**src/rtl/register_file_sb.sv**
```systemverilog
// Register file for the pipelined core: two combinational read ports, one
// synchronous write port, x0 hard-wired to zero. Adds an optional
// write-to-read bypass, a per-register busy scoreboard and a sequential clear
// engine that re-zeroes the file without a reset.
//
// Ports:
//   clk, rst_n          clock, asynchronous active-low reset
//   a1/rd1/rd1_busy     read port 1: address, data, pending-write flag
//   a2/rd2/rd2_busy     read port 2: address, data, pending-write flag
//   we3/a3/wd3          write port: enable, address, data
//   issue_en/issue_rd   issued instruction marks its destination busy
//   clr_start/clr_busy  clear engine start pulse and activity flag
//   a0                  stored contents of register DEBUG_REG (no bypass)
module register_file_sb #(
  parameter int unsigned ADDRESS_WIDTH = 5,
  parameter int unsigned DATA_WIDTH    = 32,
  parameter bit          BYPASS        = 1'b1,
  parameter int unsigned DEBUG_REG     = 10
) (
  input  logic                     clk,
  input  logic                     rst_n,
  input  logic [ADDRESS_WIDTH-1:0] a1,
  input  logic [ADDRESS_WIDTH-1:0] a2,
  output logic [DATA_WIDTH-1:0]    rd1,
  output logic [DATA_WIDTH-1:0]    rd2,
  output logic                     rd1_busy,
  output logic                     rd2_busy,
  input  logic                     we3,
  input  logic [ADDRESS_WIDTH-1:0] a3,
  input  logic [DATA_WIDTH-1:0]    wd3,
  input  logic                     issue_en,
  input  logic [ADDRESS_WIDTH-1:0] issue_rd,
  input  logic                     clr_start,
  output logic                     clr_busy,
  output logic [DATA_WIDTH-1:0]    a0
);

  localparam int unsigned DEPTH = 2 ** ADDRESS_WIDTH;
  localparam logic [ADDRESS_WIDTH-1:0] LAST_IDX = ADDRESS_WIDTH'(DEPTH - 1);
  localparam logic [ADDRESS_WIDTH-1:0] DBG_IDX  = ADDRESS_WIDTH'(DEBUG_REG);

  typedef enum logic {
    IDLE  = 1'b0,
    CLEAR = 1'b1
  } state_t;

  state_t                   state_q, state_d;
  logic [ADDRESS_WIDTH-1:0] cnt_q, cnt_d;
  logic [DATA_WIDTH-1:0]    mem_q [DEPTH];
  logic [DEPTH-1:0]         busy_q, busy_d;
  logic                     wr_live;
  logic                     hit1, hit2;

  // Clear engine state register
  always_ff @(posedge clk or negedge rst_n) begin
    if (!rst_n) begin
      state_q <= IDLE;
      cnt_q   <= '0;
    end else begin
      state_q <= state_d;
      cnt_q   <= cnt_d;
    end
  end

  // Clear engine next state: walks indices 1..DEPTH-1, then back to IDLE
  always_comb begin
    state_d = state_q;
    cnt_d   = cnt_q;
    case (state_q)
      IDLE: begin
        if (clr_start) begin
          state_d = CLEAR;
          cnt_d   = ADDRESS_WIDTH'(1);
        end
      end
      CLEAR: begin
        cnt_d = cnt_q + ADDRESS_WIDTH'(1);
        if (cnt_q == LAST_IDX) state_d = IDLE;
      end
      default: state_d = IDLE;
    endcase
  end

  assign clr_busy = (state_q == CLEAR);

  // Port-3 activity is suppressed while the clear engine owns the file
  assign wr_live = we3 && !clr_busy;

  // Storage: clear engine has priority over the write port; x0 never written
  always_ff @(posedge clk or negedge rst_n) begin
    if (!rst_n) begin
      for (int i = 0; i < DEPTH; i++) mem_q[i] <= '0;
    end else if (clr_busy) begin
      mem_q[cnt_q] <= '0;
    end else if (wr_live && (a3 != '0)) begin
      mem_q[a3] <= wd3;
    end
  end

  // Scoreboard next value: issue set is applied after write clear so it wins
  always_comb begin
    busy_d = busy_q;
    if (clr_busy) begin
      busy_d[cnt_q] = 1'b0;
    end else begin
      if (we3) busy_d[a3] = 1'b0;
      if (issue_en) busy_d[issue_rd] = 1'b1;
    end
    busy_d[0] = 1'b0;
  end

  always_ff @(posedge clk or negedge rst_n) begin
    if (!rst_n) busy_q <= '0;
    else        busy_q <= busy_d;
  end

  // Read ports with optional same-cycle forwarding
  assign hit1 = BYPASS && wr_live && (a3 == a1);
  assign hit2 = BYPASS && wr_live && (a3 == a2);

  assign rd1 = (a1 == '0) ? '0 : (hit1 ? wd3 : mem_q[a1]);
  assign rd2 = (a2 == '0) ? '0 : (hit2 ? wd3 : mem_q[a2]);

  // busy_q[0] is always 0, so reads of x0 never report a hazard
  assign rd1_busy = busy_q[a1] && !hit1;
  assign rd2_busy = busy_q[a2] && !hit2;

  // mem_q[0] is always 0, which covers DEBUG_REG == 0
  assign a0 = mem_q[DBG_IDX];

endmodule
```
**config.mk**
```make
export PLATFORM = sky130hd
export DESIGN_NAME = register_file_sb
export DESIGN_NICKNAME = d
export VERILOG_FILES = /design/src/rtl/register_file_sb.sv
export SDC_FILE = /design/constraint.sdc
export NUM_CORES = 2
export LEC_CHECK = 0
export CORE_UTILIZATION = 35
export DETAILED_ROUTE_END_ITERATION = 10
export DONT_BUFFER_PORTS = 1
export SYNTH_ARGS = -nofsm -noshare
export SYNTH_HDL_FRONTEND = slang
export SYNTH_SLANG_ARGS = --single-unit
```
**constraint.sdc**
```tcl
create_clock -name clk -period 4.38 [get_ports clk]
set_input_delay 1.314 -clock clk [delete_from_list [all_inputs] [get_ports clk]]
set_output_delay 1.314 -clock clk [all_outputs]
set_load 0.05 [all_outputs]
```
==> run_results.csv <==
group,metric,value,unit
sta,rsz0062_at_grt,"true",
sta,drv_slew,87,
critical_path,critical_path.max_stage_delay,0.93,ns
critical_path,setup.worst_path.class,"input port to output pin",
critical_path,critPathCaptureType,"output pin",
pwr,max-vdd-ir-drop,0.000320,V
yosys,synth_cell_type_count,65,
placement,placed_area,61500,um^2
yosys,synth-seq-area-share,47.0,%
critical_path,cp_top_family,"multiplexers",
sta,fin_worst_skew,0.0288,ns
detailed_routing,drt_iter0_markers,6898,
cts,cts_tree,"done",
die,die_w,404,um
yosys,synthArstFlopShare,100,%
critical_path,required,3.07,ns
sta,worst_slew_pin_slew,1.51,ns
yosys,ys.flop_type,"dfrtp_1",
layout,seqCellArea,26600,um^2
layout,num-nets-final,4440,
global_routing,gr-total-overflow,0,
cts,cts_made_buffers,114,
cts,clkLatencyLatePin,0.77,ns
detailed_routing,firstDrtPassIters,8,
die,fp-row-count,147,
layout,drive_above_1_share,30.3,%
placement,portBuffers,0,
cts,clk_path_buf_depth,3,
cts,cts_max_level,3,
status,violations,"max-capacitance violations, max-slew violations, negative setup slack",
placement,hpwl,139,mm
detailed_routing,drtAntennaViolNets,0,
cts,ctsRootBufferMaster,"clkbuf_16",
yosys,netlist_area,56500,um^2
pwr,pwr-share-comb,20.8,%
global_routing,grt_max_degree,1062,
sta,layout_setup_ws,-0.913,ns
sta,setup_viol,66,
pwr,pwr-share-clk,37.8,%
pwr,p_leak,29.0,nW
sta,timing.fmax,0.189,GHz
critical_path,arrival,3.98,ns
sta,finalHoldViolCount,0,
pwr,internal-power,19.2,mW
pwr,swShare,31.0,%
pwr,powerDensity,416,nW/um^2
layout,fillers,14699,
detailed_routing,num_vias,46508,
placement,gp_congestion,0.894,
yosys,yosys_warnings,0,
cts,cts.clk_slew.worst_paths,0.06,ns
worst_hold_path,hold_path_class,"input port to asynchronous set/reset pin",
yosys,netlist_instances,4454,
global_routing,first_global_vias,45220,
die,core-area,160000,um^2
layout,final_cell_mix,"dfrtp_1 (1060), a22o_1 (1000), mux4_2 (392), buf_4 (250), mux2i_1 (192)",
layout,final_cell_area,67000,um^2
job,drv_cap,1,
die,dieArea,163000,um^2
yosys,syn_nets,4516,
detailed_routing,routed_wl,251,mm
global_routing,grt_pass1_wl,350,mm
yosys,ys_ff_latch,1061,
layout,layoutNonFillerInstCount,6640,
critical_path,cp.buffers_inverters,1,
cts,cts.sinks,1061,
sta,period_share,121,%
global_routing,grtUsageTotal,30.0,%
die,die_y,404,um
pwr,pwr-share-seq,41.4,%
status,outcome,"complete, but fails checks",
yosys,synth-edff-count,0,
pwr,netSwitchingPower,8.66,mW
detailed_routing,drcViolationCount,0,
global_routing,antenna_found_initial,9,
critical_path,crit_path_max_fanout,296,
die,initial_utilization,35.2,%
layout,layout_commonest_cell,"dfrtp_1",
layout,area_growth,18.7,%
sta,timing.slew.headroom,-1.18,%
sta,layout_min_cycle_time,5.29,ns
placement,place_inst,6414,
critical_path,critPathSlowestCell,"mux4_2",
critical_path,worstSetupStartpointType,"input port",
critical_path,crit_chain,"mux4_2 > a22o_1 > a221oi_2 > o22ai_4 > a21o_1 > buf_12",
die,ioPinCount,156,
layout,multiInputGateArea,29000,um^2
detailed_routing,wl_per_cell,37.8,um
detailed_routing,via_per_inst,7.00,
yosys,syn-mean-instance-area,12.7,um^2
pwr,power,27.9,mW
what timing repair did:
| action | in CTS | in global routing |
|---|---|---|
| endpoints found under the setup margin | 62 | 66 |
| resized for setup | 123 | 149 |
| hold buffers | 0 | 0 |
| cloned | 0 | 6 |
| pin swaps | 44 | 74 |
| buffers inserted | 4 | 8 |
stage by stage:
step	utilization, %	setup TNS [ns]	hold WS, ns	worst slack (ns)
finish	41.8	-42.79	0.261	-0.913
CTS	41.2	-5.23	0.366	-0.250
floorplan	-	-0.384	0.460	-0.214
detailed placement	38.3	-13.29	0.488	-0.507
global placement	38.3	-11.07	0.481	-0.438
global route	41.8	-29.55	0.230	-0.612
sequential cells by signal, indices dropped and copies added, names as in the netlist:
name      cells
a0           32
cnt_q         5
busy_q       31
clr_busy      1
mem_q       992
kinds of logic (layout without fill, tap and decap cells):
family                     Yosys count  in the layout  share of synthesized area [%]
other                                0              5                              0
DFF                               1061           1061                           47.0
xor gates and xnor gates            12             12                          0.186
AOI/OAI and AO/OA                 1558           1558                           21.9
and+or+nand+nor                    543            543                           4.72
muxes                              679            679                           21.0
adders and majority gates            5              5                          0.111
buffers and inverters              596            617                           5.07
synthesized netlist by cell type (all sizes together) (6+ instances only):
cell	n	area, um^2
a211o	12	105
a211oi	26	195
a21oi	137	686
a221oi	32	287
a22o	1000	8760
a22oi	103	773
a311o	6	60.1
a311oi	7	61.3
a31oi	8	50.1
a41oi	7	61.3
and2	11	68.8
and3	9	56.3
and3b	7	61.3
buf	223	1470
clkbuf	364	1370
dfrtp	1061	26600
inv	7	26.3
mux2	94	1060
mux2i	192	1920
mux4	393	8850
nand2	141	529
nand2b	19	119
nand3	23	115
nor2	137	539
nor2b	88	551
nor3	71	365
nor3b	9	72.6
nor4	15	100
o211ai	15	113
o21ai	88	440
o22ai	93	582
xor2	9	78.8
layer usage:
layer | vias up | track usage (%) | routed length (um) | part of all wire (%)
met2 | 3992 | 41.8 | 103000 | 41
met4 | 16 | 15.8 | 16400 | 6.6
met3 | 922 | 12.2 | 39500 | 16
li1 | 17519 | - | - | -
met5 | - | 0 | 153 | 0.061
met1 | 24059 | 39.5 | 91300 | 36
final timing paths:
kind                             startpoint     endpoint  slack (ns)  depth (start not counted)
max in group asynchronous             rst_n     clr_busy        0.87                          3
worst min-delay path                  rst_n   mem_q[768]        0.26                          0
worst min register to register  mem_q[1006]  mem_q[1006]        0.51                          1
worst max register to register     cnt_q[0]   mem_q[654]        1.04                          5
min in group clk                mem_q[1006]  mem_q[1006]        0.51                          1
worst max-delay path                  a2[0]      rd2[22]       -0.91                          6
power by group through the flow:
stage | clock (mW) | sequential, mW | combinational [mW]
2_1_floorplan | 0 | 11.3 | 3.55
3_3_place_gp | 0 | 11.6 | 5.18
3_5_place_dp | 0 | 11.7 | 5.24
4_1_cts | 10.6 | 11.5 | 5.30
5_1_grt | 10.9 | 11.7 | 5.89
6_report | 10.6 | 11.5 | 5.79
final cells by class:
class                   count  share of cell area, %
flip-flops and latches   1061                   39.6
clock buffers             161                   4.99
clock inverters            52                   1.01
well taps                2160                   4.03
multi-input cells        2797                   43.3
diodes                      5                 0.0187
inverters                   9                 0.0523
repair buffers            395                   7.01
worst register-to-register path, cell delays in order, from the launching register on:
cell and delay [ns]:
dfrtp_1 0.44, ha_1 0.43, and2_1 0.55, a21oi_4 1.28, buf_4 0.41, a22o_1 0.18
(Power assumes the default switching activity.)
